`config.mk`:
```
export PLATFORM = sky130hd
export DESIGN_NAME = cruzamento_ctrl_flat
export DESIGN_NICKNAME = d
export VERILOG_FILES = /design/src/rtl/cruzamento_ctrl_if.sv /design/src/rtl/cruzamento_ctrl.sv /design/src/flat_wrapper.sv
export SDC_FILE = /design/constraint.sdc
export NUM_CORES = 1
export LEC_CHECK = 0
export BUFFER_PORTS_ARGS = -buffer_cell sky130_fd_sc_hd__buf_2
export CELL_PAD_IN_SITES_DETAIL_PLACEMENT = 2
export CELL_PAD_IN_SITES_GLOBAL_PLACEMENT = 2
export CORE_MARGIN = 8
export CORE_UTILIZATION = 33
export DETAILED_ROUTE_END_ITERATION = 16
export GPL_TIMING_DRIVEN = 0
export PLACE_DENSITY_LB_ADDON = 0.12
export SYNTH_ARGS = -nofsm -noshare
export SYNTH_HDL_FRONTEND = slang
export SYNTH_SLANG_ARGS = --single-unit
export TNS_END_PERCENT = 100
```
`constraint.sdc`:
```
create_clock -name clk -period 2.2 [get_ports clk]
set_input_delay 0.11 -clock clk [delete_from_list [all_inputs] [get_ports clk]]
set_output_delay 0.11 -clock clk [all_outputs]
set_load 0.01 [all_outputs]
```
`src/rtl/cruzamento_ctrl_if.sv`:
```
// -----------------------------------------------------------------------------
// cruzamento_ctrl_if
// Signal bundle between the level-crossing sequencer and its surroundings.
//   approach[1:0]  : train entering track i (level)
//   clear[1:0]     : train leaving track i (level)
//   gate_down_sw   : barrier fully-down limit switch
//   gate_up_sw     : barrier fully-up limit switch
//   semaforo[1:0]  : road light  00 green, 01 yellow, 10 red, 11 flashing red
//   cancela[1:0]   : barrier cmd 00 hold up, 01 lower, 10 hold down, 11 raise
//   occ[1:0]       : per-track occupancy flags
//   fault          : sticky fault indicator
// master = sensor/environment side, slave = sequencer side.
// -----------------------------------------------------------------------------
interface cruzamento_ctrl_if;
   logic [1:0] approach;
   logic [1:0] clear;
   logic       gate_down_sw;
   logic       gate_up_sw;
   logic [1:0] semaforo;
   logic [1:0] cancela;
   logic [1:0] occ;
   logic       fault;

   modport master (
      output approach, clear, gate_down_sw, gate_up_sw,
      input  semaforo, cancela, occ, fault
   );

   modport slave (
      input  approach, clear, gate_down_sw, gate_up_sw,
      output semaforo, cancela, occ, fault
   );
endinterface

```
`src/rtl/cruzamento_ctrl.sv`:
```
// -----------------------------------------------------------------------------
// cruzamento_ctrl
// Sequencer for a two-track railroad level crossing. Tracks per-track train
// occupancy, runs the yellow/red warning timing, commands the barrier and
// supervises its travel with limit switches and a travel timeout. Any
// supervision failure latches the FALHA state until reset.
// Ports:
//   clk    : system clock, rising edge
//   reset  : asynchronous, active-low reset
//   bus    : cruzamento_ctrl_if.slave (sensors in, light/barrier/status out)
// All outputs are registered.
// -----------------------------------------------------------------------------
module cruzamento_ctrl #(
   parameter int T_AMARELO  = 4,
   parameter int T_VERMELHO = 2,
   parameter int T_MOVE_MAX = 16,
   parameter int CNT_W      = 5
) (
   input  logic               clk,
   input  logic               reset,
   cruzamento_ctrl_if.slave   bus
);

   typedef enum logic [2:0] {
      LIVRE    = 3'd0,
      AMARELO  = 3'd1,
      VERMELHO = 3'd2,
      DESCENDO = 3'd3,
      FECHADA  = 3'd4,
      SUBINDO  = 3'd5,
      FALHA    = 3'd6
   } state_t;

   localparam logic [CNT_W-1:0] LD_AMARELO  = CNT_W'(T_AMARELO - 1);
   localparam logic [CNT_W-1:0] LD_VERMELHO = CNT_W'(T_VERMELHO - 1);
   localparam logic [CNT_W-1:0] LD_MOVE     = CNT_W'(T_MOVE_MAX - 1);
   localparam logic [CNT_W-1:0] CNT_ZERO    = {CNT_W{1'b0}};
   localparam logic [CNT_W-1:0] CNT_ONE     = {{(CNT_W-1){1'b0}}, 1'b1};

   state_t           state_r, state_s;
   logic [CNT_W-1:0] timer_r, timer_s, timer_dec_s;
   logic [1:0]       occ_r, occ_s;
   logic [1:0]       semaforo_r, semaforo_s;
   logic [1:0]       cancela_r, cancela_s;
   logic             fault_r, fault_s;
   logic             any_s;
   logic             conflict_s;
   logic             timer_zero_s;

   // Occupancy update, train-present summary and saturating timer decrement
   always_comb begin
      // set wins over clear on the same track
      occ_s        = bus.approach | (occ_r & ~bus.clear);
      // uses the live approach so a new train is seen in its arrival cycle
      any_s        = (occ_r != 2'b00) || (bus.approach != 2'b00);
      conflict_s   = bus.gate_down_sw & bus.gate_up_sw;
      timer_zero_s = (timer_r == CNT_ZERO);
      if (timer_zero_s) begin
         timer_dec_s = CNT_ZERO;
      end else begin
         timer_dec_s = timer_r - CNT_ONE;
      end
   end

   // Next-state and timer load logic
   always_comb begin
      state_s = state_r;
      timer_s = timer_dec_s;
      case (state_r)
         LIVRE: begin
            if (any_s) begin
               state_s = AMARELO;
               timer_s = LD_AMARELO;
            end else begin
               state_s = LIVRE;
            end
         end
         AMARELO: begin
            // warning runs to completion even if the train is gone
            if (timer_zero_s) begin
               state_s = VERMELHO;
               timer_s = LD_VERMELHO;
            end else begin
               state_s = AMARELO;
            end
         end
         VERMELHO: begin
            if (timer_zero_s) begin
               state_s = DESCENDO;
               timer_s = LD_MOVE;
            end else begin
               state_s = VERMELHO;
            end
         end
         DESCENDO: begin
            if (conflict_s) begin
               state_s = FALHA;
            end else if (bus.gate_down_sw) begin
               state_s = FECHADA;
            end else if (timer_zero_s) begin
               state_s = FALHA;
            end else begin
               state_s = DESCENDO;
            end
         end
         FECHADA: begin
            if (conflict_s) begin
               state_s = FALHA;
            end else if (!any_s) begin
               state_s = SUBINDO;
               timer_s = LD_MOVE;
            end else begin
               state_s = FECHADA;
            end
         end
         SUBINDO: begin
            // a new train re-lowers the barrier before the up switch counts
            if (conflict_s) begin
               state_s = FALHA;
            end else if (any_s) begin
               state_s = DESCENDO;
               timer_s = LD_MOVE;
            end else if (bus.gate_up_sw) begin
               state_s = LIVRE;
            end else if (timer_zero_s) begin
               state_s = FALHA;
            end else begin
               state_s = SUBINDO;
            end
         end
         FALHA: begin
            state_s = FALHA;
         end
         default: begin
            state_s = FALHA;
         end
      endcase
   end

   // Output decode of the upcoming state, so registered outputs track state
   always_comb begin
      semaforo_s = 2'b11;
      cancela_s  = 2'b10;
      fault_s    = 1'b1;
      case (state_s)
         LIVRE:    begin semaforo_s = 2'b00; cancela_s = 2'b00; fault_s = 1'b0; end
         AMARELO:  begin semaforo_s = 2'b01; cancela_s = 2'b00; fault_s = 1'b0; end
         VERMELHO: begin semaforo_s = 2'b10; cancela_s = 2'b00; fault_s = 1'b0; end
         DESCENDO: begin semaforo_s = 2'b10; cancela_s = 2'b01; fault_s = 1'b0; end
         FECHADA:  begin semaforo_s = 2'b10; cancela_s = 2'b10; fault_s = 1'b0; end
         SUBINDO:  begin semaforo_s = 2'b10; cancela_s = 2'b11; fault_s = 1'b0; end
         FALHA:    begin semaforo_s = 2'b11; cancela_s = 2'b10; fault_s = 1'b1; end
         default:  begin semaforo_s = 2'b11; cancela_s = 2'b10; fault_s = 1'b1; end
      endcase
   end

   // State, timer, occupancy and output registers
   always_ff @(posedge clk or negedge reset) begin
      if (!reset) begin
         state_r    <= LIVRE;
         timer_r    <= CNT_ZERO;
         occ_r      <= 2'b00;
         semaforo_r <= 2'b00;
         cancela_r  <= 2'b00;
         fault_r    <= 1'b0;
      end else begin
         state_r    <= state_s;
         timer_r    <= timer_s;
         occ_r      <= occ_s;
         semaforo_r <= semaforo_s;
         cancela_r  <= cancela_s;
         fault_r    <= fault_s;
      end
   end

   assign bus.semaforo = semaforo_r;
   assign bus.cancela  = cancela_r;
   assign bus.occ      = occ_r;
   assign bus.fault    = fault_r;

endmodule

```
`src/flat_wrapper.sv`:
```
// flat-port wrapper written by rule: the top's interface ports become plain ports
module cruzamento_ctrl_flat 
#(
   parameter int T_AMARELO  = 4,
   parameter int T_VERMELHO = 2,
   parameter int T_MOVE_MAX = 16,
   parameter int CNT_W      = 5
)
  (clk, reset, bus_approach, bus_clear, bus_gate_down_sw, bus_gate_up_sw, bus_semaforo, bus_cancela, bus_occ, bus_fault);
  cruzamento_ctrl_if bus_i ();
  input  logic clk;
  input  logic reset;
  input wire logic [$bits(bus_i.approach)-1:0] bus_approach;
  input wire logic [$bits(bus_i.clear)-1:0] bus_clear;
  input wire logic [$bits(bus_i.gate_down_sw)-1:0] bus_gate_down_sw;
  input wire logic [$bits(bus_i.gate_up_sw)-1:0] bus_gate_up_sw;
  output wire logic [$bits(bus_i.semaforo)-1:0] bus_semaforo;
  output wire logic [$bits(bus_i.cancela)-1:0] bus_cancela;
  output wire logic [$bits(bus_i.occ)-1:0] bus_occ;
  output wire logic [$bits(bus_i.fault)-1:0] bus_fault;
  assign bus_i.approach = bus_approach;
  assign bus_i.clear = bus_clear;
  assign bus_i.gate_down_sw = bus_gate_down_sw;
  assign bus_i.gate_up_sw = bus_gate_up_sw;
  assign bus_semaforo = bus_i.semaforo;
  assign bus_cancela = bus_i.cancela;
  assign bus_occ = bus_i.occ;
  assign bus_fault = bus_i.fault;
  cruzamento_ctrl #(.T_AMARELO(T_AMARELO), .T_VERMELHO(T_VERMELHO), .T_MOVE_MAX(T_MOVE_MAX), .CNT_W(CNT_W)) u_core (.clk(clk), .reset(reset), .bus(bus_i));
endmodule
```
# Word-level counts from Yosys, hierarchy flattened
# Cells that the tools add are included.
# W data, S select, Z words.
totals:
  inputBits: 8
  output_inout_bits: 7
  ff_bits: 15
  elab_cells: 55
classes:
  n_eq_ne: 10
  n_bitwise: 4
  addsub: 1
  muxes: 25
  n_reduce_logical: 9
ops:
  columns: ["operator", "n"]
  rows:
  - ["$mux W5", 8]
  - ["$pmux W5 S5", 1]
  - ["$mux W3", 7]
  - ["$pmux W3 S6", 1]
  - ["$eq A3 B2 Y1 const B", 4]
  - ["$eq A3 B3 Y1 const B", 4]
  - ["$pmux W2 S3", 2]
  - ["$eq A3 B1 Y1 const B", 2]
  - ["$logic_not A3 Y1", 2]
  - ["$reduce_or A6 Y1", 1]
  - ["$logic_not A5 Y1", 1]
  - ["$sub A5 B1 Y5 const B", 1]
  - ["$mux W1", 4]
  - ["$mux W2", 2]
  - ["$reduce_bool A2 Y1", 2]
  - ["$reduce_or A4 Y1", 1]
  - ["$reduce_or A3 Y1", 1]
  - ["$and A2 B2 Y2", 1]
  - ["$not A2 Y2", 1]
  - ["$or A2 B2 Y2", 1]
  - ["$and A1 B1 Y1", 1]
  - ["$logic_or A1 B1 Y1", 1]

# Depth between registers and ports, before layout
# Gate-level depths: netlist of run 1.
depth:
  depth_word: 9
  ltp_mapped: 8
  mapped_depth_nobuf: 7

# Least setup slack after synthesis of run 1
# No wires, ideal clock.
synth_timing:
  kind: "register to register"
  from: "register u_core.timer_r[0]"
  to: "register u_core.timer_r[3]"
  stages_incl_launch_ff: 9
  required_ps: 2068
  path_slack_ps: 338
  n_path_buf: 1
  t_arrival_ps: 1730
  cell_sequence: "dfrtp_1 inv_1 ha_1 or4b_1 buf_6 a21oi_1 nor3_1 nor4_1 o21ai_1"
synth_via:
  elab_chain_len: 5
  word_cells_on_any_way: 11
  cone_classes: "1 x add/sub; 9 x mux; 1 x reduce/logical"
synth_rtl:
  columns: ["item", "line_no", "text"]
  rows:
  - ["from (decl)", "cruzamento_ctrl.sv:41", "logic [CNT_W-1:0] timer_r, timer_s, timer_dec_s;"]
  - ["from (signal assigned)", "cruzamento_ctrl.sv:168", "timer_r <= timer_s;"]
  - ["$sub A5 B1 Y5 / $logic_not A5 Y1 (equally long branches)", "cruzamento_ctrl.sv:61, cruzamento_ctrl.sv:57", null]
  - ["$mux W5", "cruzamento_ctrl.sv:58", "if (timer_zero_s) begin"]
  - ["$mux W5 (on tied branches)", "cruzamento_ctrl.sv:120, cruzamento_ctrl.sv:109", null]
  - ["$mux W5 (on tied branches)", "cruzamento_ctrl.sv:118, cruzamento_ctrl.sv:107", null]
  - ["$pmux W5 S5 *", "cruzamento_ctrl.sv:69", "case (state_r)"]
  - ["named net u_core.timer_s[3]", "cruzamento_ctrl.sv:41", null]
# The timed path passes the listed nets; every way through them passes the cells marked *.

# Worst setup path after layout of run 1
layout_timing:
  from: "register u_core.timer_r[0]"
  to: "register u_core.semaforo_r[0], in the netlist u_core.bus.semaforo[0]"
layout_via:
  elab_chain_len: 9
  word_cells_on_any_way: 19
  cone_classes: "5 x eq/ne; 11 x mux; 3 x reduce/logical"
layout_rtl:
  columns: ["item", "line_no", "text"]
  rows:
  - ["$logic_not A5 Y1 *", "cruzamento_ctrl.sv:57", "timer_zero_s = (timer_r == CNT_ZERO);"]
  - ["$mux W2", "cruzamento_ctrl.sv:80, cruzamento_ctrl.sv:125", null]
  - ["$mux W3", "cruzamento_ctrl.sv:123", "end else if (bus.gate_up_sw) begin"]
  - ["$mux W3", "cruzamento_ctrl.sv:120", "end else if (any_s) begin"]
  - ["$mux W3", "cruzamento_ctrl.sv:118", "if (conflict_s) begin"]
  - ["$pmux W3 S6 *", "cruzamento_ctrl.sv:69", null]
  - ["$eq A3 B2 Y1 / $eq A3 B3 Y1 (equally long branches)", "cruzamento_ctrl.sv:145", "case (state_s)"]
  - ["$reduce_or A4 Y1 (no source line)", null, null]
  - ["$pmux W2 S3 *", "cruzamento_ctrl.sv:145", null]
  - ["named net u_core.semaforo_s[0]", "cruzamento_ctrl.sv:43", "logic [1:0] semaforo_r, semaforo_s;"]
  - ["to (signal assigned)", "cruzamento_ctrl.sv:170", "semaforo_r <= semaforo_s;"]
  - ["to (decl)", "cruzamento_ctrl.sv:43", null]
# Marked as above.

==> results of run 1 <==
-- critical path, cell delays in order, from the launching register on --
cell,delay (ns)
dfrtp_1,0.40
inv_2,0.09
ha_2,0.21
or4b_1,0.47
buf_6,0.17
o211ai_2,0.13
nand3_1,0.11
and3_4,0.21
o22ai_2,0.15
-- placed cells by master, fill, tap and decap left out, drive strengths merged, types with 2 or more instances in the layout --
cell type	instances
a21o	2
a31oi	3
dfrtp	15
inv	10
nor4	2
nand2	11
a2111oi	2
nand3	4
nor3	6
nand2b	4
o21bai	2
xnor2	2
clkbuf	5
ha	2
o21ai	6
buf	16
or4	2
o22ai	2
nor2	11
o211ai	3
a21oi	5
-- repair_timing --
action / in CTS / in global routing
setup buffers: 0 / 0
pin swaps: 0 / 1
endpoints found under the hold margin: 15 / 0
setup endpoints to repair: 1 / 2
resized for setup: 1 / 2
hold buffers: 1 / 0
gates cloned: 0 / 0
-- routing by layer --
metal,GRT usage [%],vias to the layer above,routed length [um]
met5,0,-,0
met3,2.119,2,55
li1,-,440,-
met4,4.688,0,14
met2,22.13,10,1589
met1,15.21,440,1338
-- registers in the layout, indices dropped and copies added (netlist names) --
name / cells
u_core.timer_r: 5
u_core.state_r: 3
u_core.bus.cancela: 2
u_core.bus.occ: 2
u_core.bus.semaforo: 2
u_core.bus.fault: 1
-- area by class of cell --
cell class	count	area, sq um
fillers	331	1644
multi-input cells	84	545.5
flip-flops and latches	15	375.4
repair buffers	15	80.08
well taps	31	38.79
inverters	10	37.54
plain buffers	4	30.03
clock buffers	3	22.52
clock inverters	1	7.507
-- worst min-delay path by stage --
| stage | slack (ns) | from | depth (start not counted) | end |
|---|---|---|---|---|
| 6_report | 0.04 | bus_approach[0] | 2 | u_core.bus.occ[0]$_DFF_PN0_ |
| 3_3_place_gp | 0.04 | reset | 1 | u_core.bus.semaforo[1]$_DFF_PN0_ |
| 3_5_place_dp | 0.05 | reset | 1 | u_core.bus.cancela[1]$_DFF_PN0_ |
| 4_1_cts | 0.02 | bus_approach[0] | 2 | u_core.bus.occ[0]$_DFF_PN0_ |
| 2_1_floorplan | -0.19 | reset | 0 | u_core.bus.cancela[0]$_DFF_PN0_ |
| 5_1_grt | 0.04 | bus_approach[1] | 2 | u_core.bus.occ[1]$_DFF_PN0_ |
-- where the power goes --
group	leakage, nW	total (mW)	switching (mW)	internal [mW]
clock	0.0139	0.171	0.102	0.0692
combinational	0.291	0.651	0.368	0.283
sequential	0.171	0.457	0.0877	0.369
total	0.475	1.28	0.558	0.722
-- cells by family after synthesis --
kind of cell,count (synthesis)
AO/OA/AOI/OAI,31
XOR/XNOR,2
adder cells (fa/ha/maj),2
buffers and inverters,14
flip-flops,15
AND/OR/NAND/NOR,49
-- per-stage QoR --
step	util, %	hold WS, ns	worst slack (ns)
final	40.89	0.03663	0.1786
after global routing	40.89	0.03586	0.04277
after CTS	40.80	0.02238	0.05401
after detailed placement	39.14	0.05040	-0.02591
after global placement	39.14	0.03661	-0.007969
after floorplan	-	-0.1856	0.3382
==> metrics.txt, run 1 <==
status=finished, final reports clean; residual antenna-violating net count after detailed routing=0; count of endpoints failing hold in the final timing report=0; simple logic cell fraction of the synthesized area=27.71%; max cap viols=0; Port Buffer Count=14; post-route total power=1.280 mW; number of cells after detailed placement=158; main combinational cell family by area after synthesis=simple AND/OR/NAND/NOR gates; fin nets=143; end of the worst register-to-register path=u_core.bus.semaforo[0]$_DFF_PN0_; remaining routing DRC violations=0; destination of the critical timing path=u_core.bus.semaforo[0]$_DFF_PN0_; most area-consuming cells after synthesis=dfrtp_1 38%, nand2_1 4.2%, inv_1 3.8%; global placer's final weighted congestion=0.8081; count of final setup violators=0; area of the die=0.004968 sq mm; xor and xnor fraction of the mapped netlist area=1.788%; global-route wire length before repair=5188 um; pin count of the biggest net entering global routing=16; unrepaired setup endpoints after global routing=no; Worst slew margin=between 50% and 60%; All-Layer GR Usage=12.76%; via count=892; count of synthesis-stage warnings from yosys=0; mean cell area of the mapped netlist=approximately 8.7 sq um; Post-synth top flop=dfrtp_1; GR Overflow Total=0; total leakage power=0.4750 nW; non-filler cells in the finished layout=about 160; critical path startpoint=u_core.timer_r[0]$_DFF_PN0_; CTS H-Tree Depth=1; highest ir drop seen on vdd=563.7 uV; syn nets=123; measured slew at the worst slew-check pin=just over 0.7 ns; required time reported for the critical path endpoint=2.42 ns; Total Wirelength=2998 um; area fraction in compound gates after synthesis=22.73%; standard-cell row count=19; TritonCTS clock tree=done; type of the worst setup path=reg2reg; cell area after layout=0.001137 sq mm; CP endpoint kind=flop; starting utilization of the core area=35.22%; number of clock sinks=15; Die Ht=between 70 and 80 um; Hold WC Path Type=in2reg; number of antenna violations at the first check in global routing=0; multiplexer share of the synthesized area=0%; number of enable flip-flop cells after synthesis=0; total inserted antenna cells=0; chip width=70.49 um; number of DRC markers in iteration 0=16; via count of the first global-routing pass=1074; reg2reg path depth=8; placed wire-length estimate=approximately 2300 um; Reg2Reg Launch Point=u_core.timer_r[0]$_DFF_PN0_; total I/O pin count=15; Worst Clk Skew=0.004842 ns; final clock period utilization by the worst path=91.88%; cell with the most instances after synthesis=dfrtp_1; routed wirelength normalized by instance count=18.39 um; maximum frequency from static timing analysis=around 500 MHz; crit-path max FO=8; cts bufs inserted=3; data arrival time of the worst path=2.24 ns; share of cells above drive strength 1=~22%; number of detailed-routing iterations run before antenna repair=4; share of the yosys chip area belonging to registers=38.31%; clock network latency to the later pin of the worst-skew pair=0.29 ns; ratio of routed vias to standard cells=5.472; Total Neg Setup Slack=0 ns; clock tree root buffer cell=clkbuf_4; post-synthesis cell count=113; cell type contributing the most total cell area after synthesis=dfrtp_1; core area=0.002781 sq mm; clock-pin slew reported for the worst setup and hold paths after clock tree synthesis=0.10 ns; top post-synthesis cells by count=15 x dfrtp_1, 11 x nand2_1, 10 x inv_1, 10 x nor2_1, 6 x nor3_1; area share of the largest cell type after synthesis=about two fifths; minimum period implied by the final worst setup slack=2.021 ns; number of register bits inferred by synthesis=15; area overhead of the layout relative to synthesis=16.09%; Worst setup SP type=flop; cell area after placement=0.001089 sq mm; Cell Pwr Density=1125 mW/mm^2; Post-Synth Adder-Cell Area=roughly 2.6%; number of max-slew violations in the final report=0; post-synthesis cell area=979.7 sq um; deepest clock path buffer count=2; flop2flop setup slack=0.18 ns; FFs w/ async S/R, synth=100.0%; number of library cell types mapped by synthesis=41
(Power assumes the default switching activity.)
==> inputs of run 2 (changes only) <==
--- a/config.mk
+++ b/config.mk
@@ -12,6 +12,7 @@
 export CORE_UTILIZATION = 33
 export DETAILED_ROUTE_END_ITERATION = 16
 export GPL_TIMING_DRIVEN = 0
+export MAX_ROUTING_LAYER = met4
 export PLACE_DENSITY_LB_ADDON = 0.12
 export SYNTH_ARGS = -nofsm -noshare
 export SYNTH_HDL_FRONTEND = slang
==> run 2 against run 1 <==
Final area unchanged. Clock skew is essentially flat. Worst hold slack about the same. Power is essentially flat. Sequential share of layout area unchanged.
==> metrics.txt, run 2 (synthesized netlist as in run 1, its figures left out) <==
status=finished, final reports clean; clock network latency to the later pin of the worst-skew pair=0.29 ns; cts bufs inserted=3; global placer's final weighted congestion=0.8199; clock-pin slew reported for the worst setup and hold paths after clock tree synthesis=approximately 0.1 ns; top library cells by usage in the layout, fill and taps aside=15 x dfrtp_1, 14 x buf_2, 11 x nand2_1; total I/O pin count=15; unrepaired setup endpoints after global routing=no; chip width=70.49 um; deepest clock path buffer count=2; type of the worst setup path=reg2reg; fin nets=143; measured slew at the worst slew-check pin=roughly 0.7 ns; Port Buffer Count=14; max cap viols=0; number of antenna violations at the first check in global routing=0; share of cells above drive strength 1=a little over a fifth; count of final setup violators=0; clock tree root buffer cell=clkbuf_4; placed wire-length estimate=2320 um; CP endpoint kind=flop; TritonCTS clock tree=done; CP max stage delay=0.47 ns; WHS Path Cells=2; ratio of routed vias to standard cells=between 5 and 6; Largest Register=u_core.timer_r; Worst slew margin=between 50% and 60%; most frequent standard cell in the layout excluding fill and tap cells=dfrtp_1; core area=0.002781 sq mm; Top Registers=u_core.timer_r (5), u_core.state_r (3); cell area after layout=around 0.0011 sq mm; global-route wire length before repair=around 5200 um; area overhead of the layout relative to synthesis=16.09%; standard-cell row count=19; total leakage power=between 0.4 and 0.5 nW; list of cells traversed by the critical path=inv_2 > ha_2 > or4b_1 > buf_6 > o211ai_2 > nand3_1 > and3_4 > o22ai_2; Fillers=331; crit-path max FO=8; number of clock sinks=15; minimum period implied by the final worst setup slack=2.021 ns; number of max-slew violations in the final report=0; post-route total power=1.280 mW; Final Hold Slack=0.03660 ns; Total Wirelength=around 3000 um; flip-flop count of the largest register after layout=5; remaining routing DRC violations=0; total inserted antenna cells=0; pin count of the biggest net entering global routing=16; Worst setup SP type=flop; required time reported for the critical path endpoint=2.42 ns; starting utilization of the core area=35.22%; count of endpoints failing hold in the final timing report=0; Worst Clk Skew=0.004817 ns; reg2reg path depth=8; number of DRC markers in iteration 0=15; final clock period utilization by the worst path=91.88%; Crit-path slowest cell=or4b_1; residual antenna-violating net count after detailed routing=0; Hold WC Path Type=in2reg; highest ir drop seen on vdd=563.7 uV; GR Overflow Total=0; Die Ht=between 70 and 80 um; via count=892; All-Layer GR Usage=a little over an eighth; CTS H-Tree Depth=1; maximum frequency from static timing analysis=slightly below 500 MHz; cell area after placement=between 0.001 and 0.0015 sq mm; routed wirelength normalized by instance count=between 15 and 20 um; number of detailed-routing iterations run before antenna repair=4; area of the die=slightly below 0.005 sq mm; Final Core Density=40.89%; via count of the first global-routing pass=between 1000 and 1500; Cell Pwr Density=1125 mW/mm^2; data arrival time of the worst path=2.24 ns
[run 2: final timing paths]
kind / start / end / slack (ns)
hold / removal: bus_approach[0] / u_core.bus.occ[0]$_DFF_PN0_ / 0.04
setup reg to reg: u_core.timer_r[0]$_DFF_PN0_ / u_core.bus.semaforo[0]$_DFF_PN0_ / 0.18
setup / recovery: u_core.timer_r[0]$_DFF_PN0_ / u_core.bus.semaforo[0]$_DFF_PN0_ / 0.18
hold reg to reg: u_core.bus.occ[1]$_DFF_PN0_ / u_core.bus.occ[1]$_DFF_PN0_ / 0.56
min in group asynchronous: reset / u_core.bus.semaforo[1]$_DFF_PN0_ / 0.26
max in group asynchronous: reset / u_core.timer_r[3]$_DFF_PN0_ / 1.67
[run 2: repair_timing]
item                                    in CTS  in global routing
resized for setup                            1                  2
pin swaps                                    0                  1
endpoints found under the setup margin       1                  2
endpoints found under the hold margin       15                  0
buffers inserted                             0                  0
hold buffers                                 1                  0
[run 2: cell type report]
type                            instances  area, sq um  share of cell area (%)
Tap cell                               31        38.79                   3.410
Clock inverter                          1        7.507                  0.6601
Sequential cell                        15        375.4                   33.00
Multi-Input combinational cell         84        545.5                   47.96
Clock buffer                            3        22.52                   1.980
Inverter                               10        37.54                   3.300
Timing Repair Buffer                   15        80.08                   7.041
Buffer                                  4        30.03                   2.640
[run 2: power by group]
group,internal [mW],total [mW],switching [mW]
Combinational,0.283,0.651,0.368
Sequential,0.369,0.457,0.0877
Clock,0.0692,0.171,0.102
Total,0.722,1.28,0.558
[run 2: critical path, delay by kind of cell, from the launching register on]
kind            cells  cell delay [ns]
buf+inv             2             0.26
simple gates        3             0.79
compound gates      2             0.28
fa+ha+maj           1             0.21
flops               1             0.40
[run 2: stage by stage]
stage                     setup TNS, ns  worst slack [ns]  std cells
final                                 0            0.1786        163
after global routing                  0           0.04277        163
after CTS                             0           0.05401        163
after detailed placement       -0.02591          -0.02591        158
after global placement        -0.007969         -0.007969        158
after floorplan                       0            0.3382        113
[run 2: metal layers]
metal | part of all wire, % | track usage, %
met1 | 45 | 15.38
met2 | 53 | 22.13
met3 | 1.3 | 1.836
met4 | 0.47 | 4.688
met5 | 0 | -
==> inputs of run 3 (changes only) <==
--- a/config.mk
+++ b/config.mk
@@ -6,10 +6,8 @@
 export NUM_CORES = 1
 export LEC_CHECK = 0
 export BUFFER_PORTS_ARGS = -buffer_cell sky130_fd_sc_hd__buf_2
-export CELL_PAD_IN_SITES_DETAIL_PLACEMENT = 2
-export CELL_PAD_IN_SITES_GLOBAL_PLACEMENT = 2
 export CORE_MARGIN = 8
-export CORE_UTILIZATION = 33
+export CORE_UTILIZATION = 40
 export DETAILED_ROUTE_END_ITERATION = 16
 export GPL_TIMING_DRIVEN = 0
 export MAX_ROUTING_LAYER = met4
==> constraint.sdc (replaced) <==
create_clock -name clk -period 2.35 [get_ports clk]
set_input_delay 0.1175 -clock clk [delete_from_list [all_inputs] [get_ports clk]]
set_output_delay 0.1175 -clock clk [all_outputs]
set_load 0.01 [all_outputs]
==> run 3 against run 2 <==
Clock power decreased by 9.9%. Critical path type unchanged. Utilization increased by 6.4 points. Largest cell class unchanged. Worst hold slack about the same. Count of clock-buffer cells in the layout increased by 1. Global-route usage increased by 0.35 points.
==> metrics.txt, run 3 (synthesized netlist as in run 1, its figures left out) <==
via count of the first global-routing pass=969; GR Overflow Total=0; status=finished, final reports clean; cell area after placement=approximately 0.0011 sq mm; remaining routing DRC violations=0; total I/O pin count=15; Top Registers=u_core.timer_r (5), u_core.state_r (3); top layer reached by signal wires=met4; pin count of the biggest net entering global routing=16; Sequential cell area=375.4 sq um; length of routed met2 wiring=1218 um; cell area after layout=0.001130 sq mm; clock-pin slew reported for the worst setup and hold paths after clock tree synthesis=0.09 ns; Worst Clk Skew=0.004892 ns; count of endpoints failing hold in the final timing report=0; ratio of routed vias to standard cells=5.617; unrepaired setup endpoints after global routing=no; Routed met1 length=1218 um; total leakage power=0.4788 nW; area overhead of the layout relative to synthesis=15.33%; number of max-slew violations in the final report=0; met3 WL=75 um; residual antenna-violating net count after detailed routing=0; Worst slew margin=59.15%; top library cells by usage in the layout, fill and taps aside=15 x dfrtp_1, 14 x buf_2, 11 x nand2_1; number of DRC markers in iteration 0=49; placed wire-length estimate=1888 um; number of antenna violations at the first check in global routing=0; chip width=approximately 65 um; routed wirelength normalized by instance count=15.78 um; number of detailed-routing iterations run before antenna repair=4; fin nets=143; CTS H-Tree Depth=1; Total Neg Setup Slack=0 ns; cts bufs inserted=3; share of cells above drive strength 1=19.70%; Worst setup SP type=flop; starting utilization of the core area=41.04%; global-route wire length before repair=4422 um; via count=910; minimum period implied by the final worst setup slack=around 2.1 ns; Hold WC Path Type=in2reg; clock network latency to the later pin of the worst-skew pair=0.29 ns; standard-cell row count=18; Largest Register=u_core.timer_r; data arrival time of the worst path=2.28 ns; count of final setup violators=0; flip-flop count of the largest register after layout=5; type of the worst setup path=reg2reg; most frequent standard cell in the layout excluding fill and tap cells=dfrtp_1; core area=0.002387 sq mm; highest ir drop seen on vdd=449.3 uV; Die Ht=65.49 um; clock tree root buffer cell=clkbuf_4; maximum frequency from static timing analysis=around 470 MHz; TritonCTS clock tree=done; Total Wirelength=2556 um; total inserted antenna cells=0; number of clock sinks=15; final clock period utilization by the worst path=90.09%; required time reported for the critical path endpoint=2.51 ns; global placer's final weighted congestion=approximately 0.92; Cell Pwr Density=1035 mW/mm^2; area of the die=approximately 0.0043 sq mm; crit-path max FO=8; All-Layer GR Usage=a little over an eighth; Multi-input gate area=543.0 sq um; Fillers=265; CP endpoint kind=flop; Port Buffer Count=14; max cap viols=0; deepest clock path buffer count=2; measured slew at the worst slew-check pin=0.6063 ns
-- run 3: changes by cell type in the layout (fill, tap and decap cells not counted) --
cell and delta:
clkbuf_1 +1, clkinvlp_4 -1, ha_1 +1, ha_2 -1, inv_1 +1, inv_2 -1
-- run 3: report_power, final --
group | switching, mW | internal [mW]
Sequential | 0.0796 | 0.346
Combinational | 0.329 | 0.261
Clock | 0.0877 | 0.0661
-- run 3: critical path: stages, from the launching register on --
cell	delay (ns)
dfrtp_1	0.38
inv_1	0.12
ha_1	0.23
or4b_1	0.49
buf_6	0.17
a21oi_1	0.12
nor3_1	0.07
nor4_1	0.31
o21ai_1	0.09
-- run 3: timing repair --
item,in CTS,in global routing
buffers inserted,0,0
endpoints found under the hold margin,15,0
endpoints found under the setup margin,0,3
hold buffers,1,0
gates resized for setup,0,1
-- run 3: routing by layer --
layer | vias up | GRT usage [%]
met2 | 25 | 21.16
met3 | 5 | 2.211
met5 | - | -
met1 | 435 | 16.65
li1 | 445 | -
met4 | 0 | 5.722
-- run 3: worst paths after layout --
kind	start	endpoint	slack, ns	cells past startpoint
worst max-delay path	u_core.timer_r[0]$_DFF_PN0_	u_core.timer_r[3]$_DFF_PN0_	0.23	8
worst min-delay path	bus_approach[0]	u_core.bus.occ[0]$_DFF_PN0_	0.04	2
worst max register to register	u_core.timer_r[0]$_DFF_PN0_	u_core.timer_r[3]$_DFF_PN0_	0.23	8
worst min register to register	u_core.bus.occ[1]$_DFF_PN0_	u_core.bus.occ[1]$_DFF_PN0_	0.55	1
max in group asynchronous	reset	u_core.timer_r[3]$_DFF_PN0_	1.82	2
min in group asynchronous	reset	u_core.bus.occ[0]$_DFF_PN0_	0.26	2
-- run 3: per-stage QoR --
stage	hold slack (ns)	setup WS (ns)	std cells	utilization (%)	power, mW
after floorplan	-0.1781	0.4882	113	-	0.8529
after global placement	0.04108	0.2430	157	45.55	0.9880
after detailed placement	0.04984	0.2319	157	45.55	1.003
after CTS	0.03855	0.1911	162	47.07	1.162
after global routing	0.04531	0.1207	162	47.33	1.265
final	0.03648	0.2330	162	47.33	1.169
-- run 3: area by class of cell --
| cell class | instances | share of cell area [%] |
|---|---|---|
| buffer | 4 | 2.658 |
| clock buffer | 4 | 2.326 |
| inverter | 10 | 3.322 |
| multi-input combinational | 84 | 48.06 |
| sequential | 15 | 33.22 |
| tap | 30 | 3.322 |
| timing repair buffer | 15 | 7.088 |
